--- src/rtl/sprite_rom_arbiter_pkg.sv ---
// Shared defaults and types for the sprite ROM arbiter: requester count, ROM geometry, tag layout.
package sprite_arb_pkg;
  localparam int N_REQ    = 4;
  localparam int ADDR_W   = 17;
  localparam int DATA_W   = 4;
  localparam int ROM_LAT  = 1;
  localparam int REQ_ID_W = $clog2(N_REQ);

  typedef logic [REQ_ID_W-1:0] req_id_t;

  typedef struct packed {
    logic    valid;
    req_id_t id;
  } tag_t;
endpackage

--- src/rtl/sprite_rom_arbiter_rr_pick.sv ---
// Combinational round-robin picker: first eligible index strictly after ptr, wrapping.
module rr_pick #(
  parameter int N   = 4,
  parameter int IDW = 2
) (
  input  logic [N-1:0]   eligible,
  input  logic [IDW-1:0] ptr,
  output logic           found,
  output logic [IDW-1:0] winner
);
  logic [IDW-1:0] idx;

  // Scan farthest-first so the nearest hit after ptr overwrites earlier ones.
  always_comb begin
    found  = 1'b0;
    winner = '0;
    idx    = '0;
    for (int k = N; k >= 1; k--) begin
      idx = IDW'((int'(ptr) + k) % N);
      if (eligible[idx]) begin
        found  = 1'b1;
        winner = idx;
      end
    end
  end
endmodule

--- src/rtl/sprite_rom_arbiter.sv ---
// Round-robin arbiter sharing one synchronous sprite ROM port; returns data to the
// granted requester ROM_LAT+1 cycles after its grant, tagged through a valid/id pipeline.
module sprite_rom_arbiter
  import sprite_arb_pkg::*;
#(
  parameter int N_REQ   = sprite_arb_pkg::N_REQ,
  parameter int ADDR_W  = sprite_arb_pkg::ADDR_W,
  parameter int DATA_W  = sprite_arb_pkg::DATA_W,
  parameter int ROM_LAT = sprite_arb_pkg::ROM_LAT
) (
  input  logic                    vga_clk,
  input  logic                    reset,
  input  logic                    frame_start,
  input  logic [N_REQ-1:0]        req,
  input  logic [N_REQ*ADDR_W-1:0] addr,
  output logic [N_REQ-1:0]        gnt,
  output logic [ADDR_W-1:0]       rom_addr,
  input  logic [DATA_W-1:0]       rom_q,
  output logic [N_REQ-1:0]        rvalid,
  output logic [DATA_W-1:0]       rdata,
  output logic                    busy
);
  localparam int IDW = (N_REQ > 1) ? $clog2(N_REQ) : 1;

  typedef struct packed {
    logic           valid;
    logic [IDW-1:0] id;
  } arb_tag_t;

  logic [IDW-1:0]    ptr, win;
  logic              found;
  logic [N_REQ-1:0]  eligible;
  logic [ADDR_W-1:0] win_addr;
  logic [DATA_W-1:0] q_hold;
  arb_tag_t [ROM_LAT:0] tag_pipe;

  // Masking the current grantee stops a double grant before it drops req.
  assign eligible = req & ~gnt;
  assign win_addr = addr[win*ADDR_W +: ADDR_W];

  rr_pick #(.N(N_REQ), .IDW(IDW)) u_pick (
    .eligible (eligible),
    .ptr      (ptr),
    .found    (found),
    .winner   (win)
  );

  always_comb begin
    busy = 1'b0;
    for (int i = 0; i <= ROM_LAT; i++) busy = busy | tag_pipe[i].valid;
  end

  always_ff @(posedge vga_clk) begin
    if (reset) begin
      gnt      <= '0;
      rom_addr <= '0;
      ptr      <= IDW'(N_REQ - 1);
      tag_pipe <= '0;
      q_hold   <= '0;
      rvalid   <= '0;
      rdata    <= '0;
    end else begin
      gnt <= found ? (N_REQ'(1) << win) : '0;
      if (found) rom_addr <= win_addr;
      if (frame_start)  ptr <= IDW'(N_REQ - 1);
      else if (found)   ptr <= win;

      tag_pipe[0] <= {found, win};
      for (int i = 1; i <= ROM_LAT; i++) tag_pipe[i] <= tag_pipe[i-1];

      // rom_q is only valid for a given address on the edge its tag enters the
      // last stage; later grants would overwrite it, so latch it one stage early.
      q_hold <= rom_q;
      if (tag_pipe[ROM_LAT].valid) begin
        rdata  <= q_hold;
        rvalid <= N_REQ'(1) << tag_pipe[ROM_LAT].id;
      end else begin
        rvalid <= '0;
      end
    end
  end
endmodule

--- config.mk ---
export PLATFORM = sky130hd
export DESIGN_NAME = sprite_rom_arbiter
export DESIGN_NICKNAME = d
export VERILOG_FILES = /design/src/rtl/sprite_rom_arbiter_pkg.sv /design/src/rtl/sprite_rom_arbiter_rr_pick.sv /design/src/rtl/sprite_rom_arbiter.sv
export SDC_FILE = /design/constraint.sdc
export NUM_CORES = 1
export LEC_CHECK = 0
export CAP_MARGIN = 25
export CORE_UTILIZATION = 33
export CTS_BUF_LIST = sky130_fd_sc_hd__clkbuf_8
export DETAILED_ROUTE_END_ITERATION = 7
export HOLD_SLACK_MARGIN = 0.05
export PLACE_DENSITY = 0.72
export SLEW_MARGIN = 20
export SYNTH_ARGS = -nofsm -noshare
export SYNTH_HDL_FRONTEND = slang
export SYNTH_SLANG_ARGS = --single-unit
--- constraint.sdc ---
create_clock -name vga_clk -period 3.1 [get_ports vga_clk]
set_clock_uncertainty 0.1 [all_clocks]
set_input_delay 0.62 -clock vga_clk [delete_from_list [all_inputs] [get_ports vga_clk]]
set_output_delay 0.62 -clock vga_clk [all_outputs]
set_load 0.05 [all_outputs]
==> results.py <==
metrics = {
    "synthesis": {
        "synth_edf_count": 0,
        "netlist_instances": 190,
        "yosysWarnings": 0,
        "yosysUniqueCellTypes": 31,
        "synth-adder-area-share_pct": 0,
        "synth.largest_area_cell": "dfxtp_1",
        "ys.flop_type": "dfxtp_1",
        "yosysTopAreaCellShare_pct": 44.29,
        "synth_nets": 269,
        "syn_area_mm2": 0.001853,
        "synth_top_family_by_area": "compound AO/OA/AOI/OAI gates",
        "async_flop_share_pct": 0,
        "synth-xor-area-share_pct": 0,
        "synthTopCellsByCount": "dfxtp_1 (41), mux2i_1 (21), a21oi_1 (19), nand2_1 (19), o21bai_1 (17)",
        "yosys-top-cells-area": "dfxtp_1 (44%), mux2i_1 (11%), o21bai_1 (6.9%)",
        "syn_area_per_cell_um2": 9.753,
        "yosysMostFrequentCell": "dfxtp_1",
        "ys_ff_latch": 41,
        "synth-simple-area-share_pct": 15.67,
        "ys_seq_area_share_pct": 44.29,
        "synth_compound_area_share_pct": 23.63,
        "synth.mux.area_fraction_pct": 11.34,
    },
    "finish": {
        "antenna_cells": 0,
        "layout.nets": 376,
        "syn_to_final_growth_pct": 69.35,
        "drive_above_1_share_pct": 7.047,
    },
    "floorplan": {
        "die_area_mm2": 0.005919,
        "start_util_pct": 35.16,
        "num_rows": 26,
        "io_pins": 109,
        "core_area_mm2": 0.005270,
        "die_w_um": 76.94,
        "die_y_um": 76.94,
    },
    "routing": {
        "num_vias": 1849,
        "postRouteAntennaNets": 0,
        "dr.pass1.iters": 4,
        "wire_per_inst_um": 13.99,
        "drt-vias-per-instance": 5.024,
        "drt-initial-drc-count": 81,
        "drt_wl_total_mm": 5.149,
        "drc": 0,
    },
    "setup_path": {
        "path_cells": "clkdlybuf4s50_1 -> or3b_1 -> a311oi_1 -> and2_2 -> buf_12 -> a21oi_1 -> a221oi_2",
        "crit_fanout": 20,
        "critPathKind": "input port to flop",
        "cp.arrival_ns": 2.66,
        "critPathTopFamily": "compound AO/OA/AOI/OAI gates",
        "cp_slowest_stage_delay_ns": 0.49,
        "crit_path_end_kind": "flop",
        "crit_buf_inv": 2,
        "worst_setup_path_start_kind": "input port",
        "slowest_stage": "clkdlybuf4s50_1",
        "cp.required_ns": 3.21,
    },
    "sta": {
        "final-setup-viol-count": 0,
        "period_share_pct": 82.32,
        "fmax_mhz": 391.9,
        "tightestPinTransition_ns": 0.9265,
        "fin_crit_ns": 2.552,
        "hold_viol": 0,
        "rsz0062_at_grt": "no",
        "fin_tns_setup_ns": 0,
        "relSlewSlack_pct": 38.22,
        "drv_slew": 0,
    },
    "grt": {
        "overflow": 0,
        "grt_pass1_vias": 1846,
        "antenna_found_initial": 0,
        "grt_pass1_wl_mm": 8.769,
        "grt_max_degree": 40,
        "gr-usage-all-layers_pct": 18.48,
    },
    "pwr": {
        "comb_power_share_pct": 37.2,
        "intPower_w": 0.001103,
        "swShare_pct": 33.98,
        "seqPwrFrac_pct": 36.8,
        "switchingPower_w": 0.0005674,
        "clkPwrFrac_pct": 26.0,
        "powerDensity_mw_per_mm2": 532.2,
        "p_leak_nw": 1.215,
        "power.total_w": 0.001670,
        "ir_drop_v": 0.0002294,
    },
    "placement": {
        "portBuffers": 108,
        "dpl.hpwl_mm": 3.686,
        "gp_congestion": 0.7600,
    },
    "cts": {
        "tritoncts": "done",
        "post_cts_resized": 0,
        "cts.clk_slew.worst_paths_ns": 0.08,
        "cts.sinks": 41,
        "htreeDepth": 2,
        "clk-insertion-delay-late_ns": 0.30,
        "numCtsBuffers": 5,
        "clockBufferDepth": 2,
        "cts_hold_buf": 0,
        "post_cts_buffers": 0,
        "cts-root-buf": "clkbuf_8",
    },
    "status": {
        "status": "finished clean",
    },
    "worst_hold_path": {
        "hp-class": "flop to flop",
    },
    "flow_run": {
        "max_cap_viol_count": 0,
    },
}
logic make-up after synthesis:
| logic type | Yosys count |
|---|---|
| compound gates | 59 |
| buf+inv | 15 |
| flops | 41 |
| mux | 21 |
| simple gates | 54 |
cell usage in the layout, fill, tap and decap left out, types with 2 or more instances in the layout:
master           count
a21oi_1             18
a221oi_1            14
a221oi_2             3
and3_1               2
buf_12               3
buf_4                3
clkbuf_8             5
clkdlybuf4s50_1    108
dfxtp_1             41
mux2i_1             21
nand2_1             19
nand2b_1             3
nor2_1               8
nor2b_1              9
nor4b_1              2
nor4bb_1             3
o21bai_1            17
metal layers:
layer / vias to the layer above / track usage (%) / part of all wire, %
met5: - / 0 / 0
met4: 0 / 8.077 / 2.1
met3: 9 / 4.524 / 7.3
met2: 79 / 31.79 / 48
met1: 848 / 21.60 / 43
li1: 913 / - / -
sequential cells by signal (all words and copies together) (netlist names):
register and flops:
rdata 4, tag_pipe 6, rom_addr 17, ptr 2
q_hold 4, rvalid 4, gnt 4
power by group through the flow:
stage	sequential, W	combinational (W)	clock, W
6_report	0.000614	0.000622	0.000434
5_1_grt	0.000623	0.000663	0.000472
4_1_cts	0.000614	0.000628	0.000445
3_5_place_dp	0.000626	0.000626	0
3_3_place_gp	0.000625	0.000622	0
2_1_floorplan	0.000773	0.000226	0
worst paths after layout:
path	start	end	slack (ns)	cells past startpoint
min	tag_pipe[0]$_SDFF_PP0_	tag_pipe[3]$_SDFF_PP0_	0.34	1
min reg2reg	tag_pipe[0]$_SDFF_PP0_	tag_pipe[3]$_SDFF_PP0_	0.34	1
max reg2reg	ptr[1]$_SDFFE_PP1P_	rom_addr[0]$_SDFFE_PP0P_	0.98	6
max	req[2]	rom_addr[0]$_SDFFE_PP0P_	0.55	7
cell type report:
type                            instances  area, um2
Clock inverter                          3      46.29
Tap cell                               70      87.58
Fill cell                             480       2132
Inverter                                1      3.754
Clock buffer                            5      68.82
Sequential cell                        41      820.8
Multi-Input combinational cell        134      947.2
Timing Repair Buffer                  114       1164
stage by stage:
stage	cell area [um2]	instances	hold slack [ns]	utilization, %	worst slack [ns]
final	3138	368	0.3405	59.54	0.5481
after global routing	3138	368	0.3737	59.54	0.3563
after CTS	3138	368	0.3473	59.54	0.5335
after detailed placement	3023	360	0.3278	57.36	0.2288
after global placement	3023	360	0.3284	57.36	0.2951
after floorplan	1853	190	0.3138	-	0.8636
(Power assumes the default switching activity.)
